$ cat config.mk
export PLATFORM = sky130hd
export DESIGN_NAME = ysyx_23060171_ifu
export DESIGN_NICKNAME = d
export VERILOG_FILES = /design/src/rtl/ysyx_23060171_ifu.sv
export SDC_FILE = /design/constraint.sdc
export NUM_CORES = 1
export LEC_CHECK = 0
export CORE_MARGIN = 3
export CORE_UTILIZATION = 32
export DETAILED_ROUTE_END_ITERATION = 10
export HOLD_SLACK_MARGIN = 0.15
export PLACE_DENSITY_LB_ADDON = 0.3
export REMOVE_ABC_BUFFERS = 1
export SETUP_SLACK_MARGIN = 0.1
export SYNTH_ARGS = -nofsm -noshare
export SYNTH_HDL_FRONTEND = slang
export SYNTH_SLANG_ARGS = --single-unit
$ cat constraint.sdc
create_clock -name clk -period 1.5 [get_ports clk]
set_input_delay 0.45 -clock clk [delete_from_list [all_inputs] [get_ports clk]]
set_output_delay 0.45 -clock clk [all_outputs]
set_load 0.01 [all_outputs]
$ cat src/rtl/ysyx_23060171_ifu.sv
// Fetch responder: pc request -> single-beat AR/R read -> inst valid/ready; LAST_HIT_EN adds a one-entry last-fetch buffer.
// Latency: aligned miss 3 cycles with a zero-wait memory, misaligned pc or buffer hit 1 cycle.
// Backpressure: AR held until arready, rready only in R, inst held until inst_ready; one read outstanding.
module ysyx_23060171_ifu #(
  parameter logic [31:0] RESET_INST = 32'h00000013,
  parameter int          ADDR_W     = 32
) (
  input  logic              clk,
  input  logic              rst,
  input  logic [ADDR_W-1:0] pc_i,
  input  logic              pc_valid,
  output logic [31:0]       inst_o,
  output logic              inst_valid,
  input  logic              inst_ready,
  output logic              inst_err,
  input  logic              flush,
  output logic [ADDR_W-1:0] mem_araddr,
  output logic              mem_arvalid,
  input  logic              mem_arready,
  input  logic [31:0]       mem_rdata,
  input  logic [1:0]        mem_rresp,
  input  logic              mem_rvalid,
  output logic              mem_rready,
  output logic [31:0]       fetch_cnt
);

  typedef enum logic [1:0] {IDLE, AR, R, OUT} state_t;

  state_t            state_q, state_d;
  logic [ADDR_W-1:0] addr_q;
  logic [31:0]       inst_q;
  logic              err_q;
  logic              accept;
  logic              misalign;
  logic              hit;
  logic [31:0]       hit_dat;
  logic              r_done;

  // OUT accepts the next pc on the same cycle as the core handshake, so there is no bubble.
  assign accept   = pc_valid && ((state_q == IDLE) || ((state_q == OUT) && inst_ready));
  assign misalign = (pc_i[1:0] != 2'b00);
  assign r_done   = (state_q == R) && mem_rvalid;

`ifdef LAST_HIT_EN
  logic              buf_vld;
  logic [ADDR_W-1:0] buf_tag;
  logic [31:0]       buf_dat;

  // A flush in the hit cycle forces a miss.
  assign hit     = buf_vld && !flush && (buf_tag == pc_i);
  assign hit_dat = buf_dat;

  always_ff @(posedge clk or negedge rst) begin
    if (!rst) begin
      buf_vld <= 1'b0;
      buf_tag <= '0;
      buf_dat <= '0;
    end else if (flush) begin
      buf_vld <= 1'b0;
    end else if (r_done && (mem_rresp == 2'b00)) begin
      buf_vld <= 1'b1;
      buf_tag <= addr_q;
      buf_dat <= mem_rdata;
    end
  end
`else
  logic unused_flush;

  assign unused_flush = flush;
  assign hit          = 1'b0;
  assign hit_dat      = RESET_INST;
`endif

  always_ff @(posedge clk or negedge rst) begin
    if (!rst) begin
      state_q <= IDLE;
    end else begin
      state_q <= state_d;
    end
  end

  always_comb begin
    state_d = state_q;
    case (state_q)
      IDLE: begin
        if (accept) begin
          state_d = (misalign || hit) ? OUT : AR;
        end
      end
      AR: begin
        if (mem_arready) begin
          state_d = R;
        end
      end
      R: begin
        if (mem_rvalid) begin
          state_d = OUT;
        end
      end
      OUT: begin
        if (inst_ready) begin
          if (accept) begin
            state_d = (misalign || hit) ? OUT : AR;
          end else begin
            state_d = IDLE;
          end
        end
      end
      default: state_d = IDLE;
    endcase
  end

  always_ff @(posedge clk or negedge rst) begin
    if (!rst) begin
      addr_q    <= '0;
      inst_q    <= RESET_INST;
      err_q     <= 1'b0;
      fetch_cnt <= '0;
    end else begin
      if ((state_q == OUT) && inst_ready) begin
        fetch_cnt <= fetch_cnt + 32'd1;
      end
      if (accept) begin
        addr_q <= pc_i;
        if (misalign) begin
          inst_q <= RESET_INST;
          err_q  <= 1'b1;
        end else if (hit) begin
          inst_q <= hit_dat;
          err_q  <= 1'b0;
        end
      end else if (r_done) begin
        inst_q <= (mem_rresp != 2'b00) ? RESET_INST : mem_rdata;
        err_q  <= (mem_rresp != 2'b00);
      end
    end
  end

  always_comb begin
    mem_arvalid = 1'b0;
    mem_rready  = 1'b0;
    inst_valid  = 1'b0;
    case (state_q)
      AR:      mem_arvalid = 1'b1;
      R:       mem_rready  = 1'b1;
      OUT:     inst_valid  = 1'b1;
      default: ;
    endcase
  end

  assign mem_araddr = addr_q;
  assign inst_o     = inst_q;
  assign inst_err   = err_q;

endmodule

Word-level counts from Yosys, hierarchy flattened --
Cells that the tools add are included.
Storage, ports and cells: register bits 99
Operators by class: add/subtract/negate cells 1, equality and inequality tests 8, muxes and demuxes 17, reduce and logical (&&, ||, !) cells 10
Operators by type and width (count):
- 32-bit 2-to-1 mux | 4
- 32-bit by 1-bit adder with 32-bit output, second input constant | 1
- 2-bit 2-to-1 mux | 6
- 2-bit inequality test, second input constant | 4
- 2-bit case mux with 4 select lines | 1
- 1-bit 2-to-1 mux | 6
- 2-bit nonzero test | 3
- 2-bit equality test, second input constant | 2
- 4-bit AND reduction | 1
- 1-bit logical AND | 3
- 2-bit by 1-bit equality test with 1-bit output, second input constant | 1
- 2-bit zero test | 1
- 2-bit by 1-bit inequality test with 1-bit output, second input constant | 1
- 2-bit AND reduction | 1
- 1-bit logical OR | 1

Logic depth before layout (Yosys ltp) --
Gate-level depths: netlist (run 1).
word-level depth 7, depth in mapped cells 7, depth with buffers taken out 5

Least setup slack after synthesis (run 1) --
Ideal clock, no wire load.
path kind reg2reg, start point register state_q[1], end point register addr_q[10], in the netlist mem_araddr[10], arrival 1.424 ns, setup slack -0.049 ns, cell stages (with the launch flop) 6, period minus slack after synthesis 1.549 ns, cell sequence dfrtp_1 buf_4 and3_4 o21ai_4 buf_2 mux2_2
Between the ends: longest elaborated chain between the ends 4, elaborated cells between the ends (all ways) 5, those cells by class 1 x eq/ne; 4 x reduce/logical
Ends and longest elaborated chain:
- from (decl) | RTL line 29 | state_t state_q, state_d;
- from (signal assigned) | RTL line 78 | state_q <= state_d;
- 2-bit equality test | RTL line 40 | assign accept = pc_valid && ((state_q == IDLE) || ((state_q == OUT) && inst_ready));
- 1-bit logical AND | RTL line 40
- 1-bit logical OR (*) | RTL line 40
- 1-bit logical AND (*) | RTL line 40
- to (signal assigned) | RTL line 124 | addr_q <= pc_i;
- to (decl) | RTL line 30 | logic [ADDR_W-1:0] addr_q;
Every way passes the cells marked *; elsewhere a longest branch is shown, timed or not. A chain may end at the register's enable or synchronous reset.

Worst setup path after layout (run 1) --
start point register state_q[0], end point register fetch_cnt[21]
Between the ends: longest elaborated chain between the ends 2
Ends and longest elaborated chain:
- 2-bit equality test | RTL line 120 | if ((state_q == OUT) && inst_ready) begin
- 1-bit logical AND | RTL line 120
- to (signal assigned) | RTL line 121 | fetch_cnt <= fetch_cnt + 32'd1;
- to (decl) | RTL line 24 | output logic [31:0] fetch_cnt
Every way passes these cells.

==> impl_metrics.json, run 1 <==
{
  "reg2reg_from": "state_q[0]$_DFFE_PN0P_",
  "endpoint_kind": "flop",
  "clockPowerShare_pct": 19.6,
  "fin_area_sq_mm": 0.006837,
  "grt_pass1_vias": 3589,
  "netlist_area_sq_mm": 0.004028,
  "finalCritPeriodShare_pct": 109.9,
  "ys_seq_area_share_pct": 61.60,
  "nFillCells": 1071,
  "finalPower_w": 0.01048,
  "portBuffers": 171,
  "wl_per_cell_microns": 17.00,
  "combPwrFrac_pct": 42.7,
  "die_y_microns": 118.2,
  "cts-root-buf": "clkbuf_16",
  "endpoint": "fetch_cnt[21]$_DFFE_PN0P_",
  "period_needed_ps": 1649,
  "skew_ps": 3.115,
  "synth.ff_latch_count": 99,
  "slew_headroom_pct": 77.16,
  "fp.dieW_microns": 118.2,
  "clockBufferDepth": 2,
  "hold_class": "reg2reg",
  "r2r_cells": 8,
  "ff2ff_setup_slack_ps": -150,
  "cp.arrival_ps": 1870,
  "grt_max_degree": 42,
  "fp-row-count": 40,
  "routed_wl_microns": 12090,
  "numCtsBuffers": 9,
  "yosysUniqueCellTypes": 35,
  "vias": 3301,
  "tritoncts": "done",
  "firstDrtPassIters": 4,
  "switching_share_pct": 30.96,
  "placed_cell_area_sq_mm": 0.006195,
  "antenna_found_initial": 0,
  "htree_levels": 3,
  "drive_gt1_share_pct": 49.36,
  "crit_start": "state_q[0]$_DFFE_PN0P_",
  "synthCells": 291,
  "start_kind": "flop",
  "p_int_w": 0.007239,
  "initial_core_util_pct": 33.12,
  "place_congestion": 0.7425,
  "cp_max_fo": 7,
  "finalMaxSlewViolations": 0,
  "syn_avg_cell_area_sq_um": 13.84,
  "worst_slack_ps": -149.0,
  "dieArea_sq_mm": 0.01397,
  "p_per_area_mw_per_mm2": 1533,
  "drt_iter0_drc": 187,
  "num_antenna_cells": 0,
  "regArea_sq_mm": 0.002481,
  "route.detailed.drc": 0,
  "yosysWarnings": 0,
  "seqPwrFrac_pct": 37.6,
  "clock-sinks": 99,
  "max_cap_violations": 0,
  "pin_count": 173,
  "outcome": "finished with violations",
  "fmaxAchievable_mhz": 606.4,
  "regToRegEndpoint": "fetch_cnt[21]$_DFFE_PN0P_",
  "place_inst": 650,
  "violations": "negative setup slack",
  "nets": 615,
  "antenna_left": 0,
  "grt.total_usage_pct": 17.45,
  "multiInputGateArea_sq_mm": 0.001767,
  "worst_pin_slew_ps": 340.3,
  "rsz0062_at_grt": "true",
  "hpwl_microns": 8017,
  "hold_viol_final": 0,
  "required_ps": 1720,
  "insertion_delay_ps": 340,
  "peakVddDrop_mv": 0.9455,
  "post-route-util_pct": 56.21,
  "clk_pin_slew_worst_paths_ps": 60,
  "p_sw_w": 0.003245,
  "path_class": "reg2reg",
  "p_leak_nw": 3.508,
  "vias_per_cell": 4.643,
  "grt.overflow.total": 0,
  "syn_to_final_growth_pct": 69.74,
  "whs_ps": 485.1,
  "grt_pass1_wl_microns": 19290,
  "fin_cells": 711,
  "core-area_sq_mm": 0.01216,
  "setup_viol": 88
}
==> power by group through the flow <==
stage | Combinational [W] | Sequential, W | Clock [W]
finish | 0.00448 | 0.00395 | 0.00206
global route | 0.00481 | 0.00406 | 0.00223
CTS | 0.00441 | 0.00394 | 0.00212
detailed placement | 0.00401 | 0.00400 | 0
global placement | 0.00393 | 0.00398 | 0
floorplan | 0.00116 | 0.00433 | 0
==> worst max-delay path, stage by stage (launching register included) <==
cell	delay, ps
dfrtp_1	360
buf_6	110
buf_4	120
nand3_4	80
nor4_4	290
buf_4	170
buf_12	120
nand4_2	110
xnor2_1	160
==> routing by layer <==
| layer | GRT usage, % | up-vias | wire length, microns |
|---|---|---|---|
| met4 | 7.106 | 0 | 263 |
| met1 | 19.75 | 1632 | 4794 |
| met5 | 0 | - | 0 |
| li1 | - | 1545 | - |
| met3 | 5.407 | 18 | 772 |
| met2 | 30.51 | 106 | 6254 |
==> flip-flops by register name, indices dropped and copies added (netlist names) <==
register    flops
state_q         2
inst_err        1
mem_araddr     32
inst_o         32
fetch_cnt      32
==> timing repair <==
item                                    in CTS  in global routing
cloned                                       5                  0
resized for setup                          479                 34
hold buffers                                 1                  0
pin swaps                                   20                  9
endpoints found under the setup margin     194                107
endpoints found under the hold margin       20                  0
setup buffers                               38                  5
==> cell usage after synthesis <==
cell / count / share of area [%]
nand3_4: 1 / 0.43
and2_1: 6 / 0.93
nor4_1: 1 / 0.16
and3_1: 4 / 0.62
o21a_1: 2 / 0.37
o22a_1: 3 / 0.65
xor2_1: 4 / 0.87
buf_6: 3 / 0.84
a2bb2oi_1: 1 / 0.22
buf_2: 7 / 0.87
nand3_1: 13 / 1.6
nand4_1: 10 / 1.6
nor3_2: 2 / 0.50
nand4_2: 3 / 0.93
or3_1: 1 / 0.16
and3_4: 1 / 0.28
xnor2_1: 27 / 5.9
clkbuf_1: 1 / 0.093
ha_1: 1 / 0.31
dfrtp_1: 96 / 60
nand3b_1: 1 / 0.19
nor2_1: 6 / 0.56
nor4_4: 1 / 0.53
o21ai_4: 1 / 0.40
mux2_2: 32 / 8.9
nand2_1: 14 / 1.3
and2b_1: 1 / 0.19
nor2b_1: 1 / 0.16
o21ai_0: 5 / 0.62
dfstp_2: 3 / 2.0
and4_1: 4 / 0.87
nor3_1: 1 / 0.12
a22o_1: 29 / 6.3
buf_4: 4 / 0.75
o211ai_1: 1 / 0.19
==> cell type report <==
class | count | area share, %
sequential | 99 | 36.29
clock buffer | 13 | 3.660
multi-input combinational | 177 | 25.84
tap | 168 | 3.075
timing repair buffer | 254 | 31.13
==> layout by cell type, fill, tap and decap left out, drive strengths merged <==
master and instances:
nor3 3, o211ai 1, xnor2 27, and2b 1, clkdlybuf4s50 69, nor2b 1, nor2 6, nand3 14
nand3b 1, and4 4, a2bb2oi 1, clkbuf 14, and3 5, nand2 14, nand4 13, or3 1
mux2 32, nor4 2, xor2 4, a22o 29, buf 182, o21a 2, dlygate4sd2 1, dfrtp 96
ha 1, dlygate4sd3 1, o22a 3, o21ai 6, and2 6, dfstp 3
==> logic make-up (layout without fill, tap and decap cells) <==
| logic type | count (synthesis) | in the layout | share of synthesized area (%) |
|---|---|---|---|
| xor+xnor | 31 | 31 | 6.741 |
| buf+inv | 15 | 267 | 2.547 |
| flops | 99 | 99 | 61.60 |
| compound gates | 42 | 42 | 8.761 |
| mux | 32 | 32 | 8.947 |
| fa+ha+maj | 1 | 1 | 0.3106 |
| simple gates | 71 | 71 | 11.09 |
==> stage by stage <==
step,setup TNS (ps),setup slack [ps]
finish,-8310,-149.0
global route,-15460,-256.6
CTS,-9088,-153.2
detailed placement,-52670,-624.5
global placement,-50480,-597.7
floorplan,-37900,-761.8
==> how the worst min path moves through the flow <==
stage                                     from                        to  slack [ps]  cells after the start
after CTS                 inst_err$_DFFE_PN0P_      inst_err$_DFFE_PN0P_         490                      1
after global routing      inst_err$_DFFE_PN0P_      inst_err$_DFFE_PN0P_         500                      1
final                     inst_err$_DFFE_PN0P_      inst_err$_DFFE_PN0P_         490                      1
after global placement                     rst  fetch_cnt[6]$_DFFE_PN0P_         380                      1
after detailed placement                   rst  fetch_cnt[4]$_DFFE_PN0P_         380                      1
after floorplan                            rst  fetch_cnt[0]$_DFFE_PN0P_         150                      0
No activity file was read; power rests on OpenSTA's default activity.
==> inputs of run 2 (changes only) <==
Settings changed: CTS_CLUSTER_DIAMETER set to 120.
==> results of run 2 <==
No change in the layout: final DEF, timing and power equal those of run 1.
==> inputs of run 3 (changes only) <==
Settings changed: CORE_ASPECT_RATIO set to 0.75.
==> run 3 against run 2 <==
  * Highest routed layer unchanged
  * Design area increased by 1.7%
  * Clock-buffer cell count decreased by 4
  * The flow still finishes with violations (negative setup slack)
  * Setup slack got worse by 51 ps
  * Global-route usage increased by 0.31 points
  * Critical endpoint is now inst_o[23]$_DFFE_PN0P_
  * Sequential power about the same
==> impl_metrics.json, run 3 (synthesized netlist as in run 1, its figures left out) <==
{
  "outcome": "finished with violations",
  "violations": "negative setup slack",
  "path_cells": "buf_6 -> buf_6 -> nor2_4 -> o21ai_4 -> buf_12 -> o21a_4 -> buf_12 -> a22o_1",
  "layout_commonest_cell": "dfrtp_1",
  "skew_ps": 6.558,
  "clk_pin_slew_worst_paths_ps": 70,
  "pin_count": 173,
  "timing.setup.tns_ps": -13640,
  "min_to": "inst_o[25]$_DFFE_PN0P_",
  "grt_use_met1_pct": 22.50,
  "rsz0062_at_grt": "true",
  "cp_max_fo": 15,
  "numCtsBuffers": 9,
  "p_leak_nw": 3.565,
  "antenna_left": 0,
  "fmaxAchievable_mhz": 588.4,
  "drt_iter0_drc": 142,
  "grt_max_degree": 53,
  "period_needed_ps": 1700,
  "routed_wl_microns": 12430,
  "dieArea_sq_mm": 0.01398,
  "core-area_sq_mm": 0.01195,
  "tritoncts": "done",
  "cp_slowest_cell": "dfrtp_1",
  "wl_per_cell_microns": 17.46,
  "antenna_found_initial": 0,
  "critical_path_buf_inv_count": 4,
  "fin_area_sq_mm": 0.006954,
  "fp.dieW_microns": 135.5,
  "grt.overflow.total": 0,
  "grt_pass1_wl_microns": 19380,
  "htree_levels": 3,
  "final_cell_mix": "94 x dfrtp_1, 92 x buf_2, 69 x clkdlybuf4s50_1, 61 x buf_4, 29 x a22o_1",
  "die_y_microns": 103.2,
  "worst_slack_ps": -199.7,
  "path_class": "reg2reg",
  "ff2ff_setup_slack_ps": -200,
  "regToRegEndpoint": "inst_o[23]$_DFFE_PN0P_",
  "drive_gt1_share_pct": 50.73,
  "cp.arrival_ps": 1920,
  "cts-root-buf": "clkbuf_16",
  "finalCritPeriodShare_pct": 113.3,
  "firstDrtPassIters": 4,
  "hold_viol_final": 0,
  "place_congestion": 0.8048,
  "num_antenna_cells": 0,
  "finalPower_w": 0.01066,
  "portBuffers": 171,
  "vias": 3333,
  "peakVddDrop_mv": 0.7323,
  "met3_usage_pct": 4.244,
  "route.detailed.drc": 0,
  "worst_pin_slew_ps": 511.4,
  "start_kind": "flop",
  "nets": 619,
  "hpwl_microns": 7901,
  "reg2reg_from": "state_q[0]$_DFFE_PN0P_",
  "setup_viol": 95,
  "initial_core_util_pct": 33.69,
  "placed_cell_area_sq_mm": 0.006216,
  "grt.total_usage_pct": 17.76,
  "grt-busiest-layer": "met2",
  "grt_use_met2_pct": 31.00,
  "post-route-util_pct": 58.17,
  "clock-sinks": 99,
  "hold_class": "reg2reg",
  "whs_path_depth": 1,
  "max_cap_violations": 0,
  "syn_to_final_growth_pct": 72.66,
  "clockBufferDepth": 2,
  "insertion_delay_ps": 340,
  "r2r_cells": 8,
  "crit_family": "buffers and inverters",
  "critPathMaxStageDelay_ps": 400,
  "vias_per_cell": 4.681,
  "fp-row-count": 34,
  "min_from": "inst_o[25]$_DFFE_PN0P_",
  "finalMaxSlewViolations": 0,
  "grt_pass1_vias": 3588,
  "slew_headroom_pct": 65.55,
  "required_ps": 1720,
  "p_per_area_mw_per_mm2": 1534,
  "endpoint_kind": "flop"
}
==> run 3: per-stage QoR <==
step	hold WS (ps)	cells	worst slack, ps
6_report	493.0	712	-199.7
5_1_grt	510.1	712	-251.0
4_1_cts	498.7	703	-193.9
3_5_place_dp	466.5	647	-660.0
3_3_place_gp	464.2	647	-602.9
2_1_floorplan	154.4	276	-761.8
==> run 3: repair_timing <==
action                                  in CTS  in global routing
endpoints found under the setup margin     194                114
gates cloned                                 4                  1
hold buffers                                 1                  0
resized for setup                          466                 37
endpoints found under the hold margin       96                  0
pin swaps                                   39                 14
buffers inserted                            35                  8
==> run 3: power breakdown <==
part / switching, W / leakage, nW / internal (W)
Clock: 0.00104 / 0.147 / 0.00131
Combinational: 0.00184 / 2.14 / 0.00253
Sequential: 0.000485 / 1.27 / 0.00347
==> run 3: routing by layer <==
layer	share of wire [%]	vias up
li1	-	1556
met1	44	1674
met2	50	90
met3	5.0	13
met4	1.4	0
met5	0	-
==> run 3: worst max path at each step <==
stage	start	to	slack [ps]	cells past startpoint
floorplan	state_q[0]$_DFFE_PN0P_	inst_o[10]$_DFFE_PN0P_	-760	4
global placement	inst_ready	mem_araddr[19]$_DFFE_PN0N_	-600	5
detailed placement	inst_ready	mem_araddr[10]$_DFFE_PN0N_	-660	5
CTS	state_q[0]$_DFFE_PN0P_	inst_o[23]$_DFFE_PN0P_	-190	8
global route	state_q[0]$_DFFE_PN0P_	inst_o[23]$_DFFE_PN0P_	-250	8
finish	state_q[0]$_DFFE_PN0P_	inst_o[23]$_DFFE_PN0P_	-200	8
==> run 3: area by class of cell <==
class                   count  area, sq um
repair buffers            258         2137
multi-input cells         177         1832
fillers                  1018         5000
well taps                 162        202.7
clock buffers               9        225.2
clock inverters             7        73.82
flip-flops and latches     99         2484
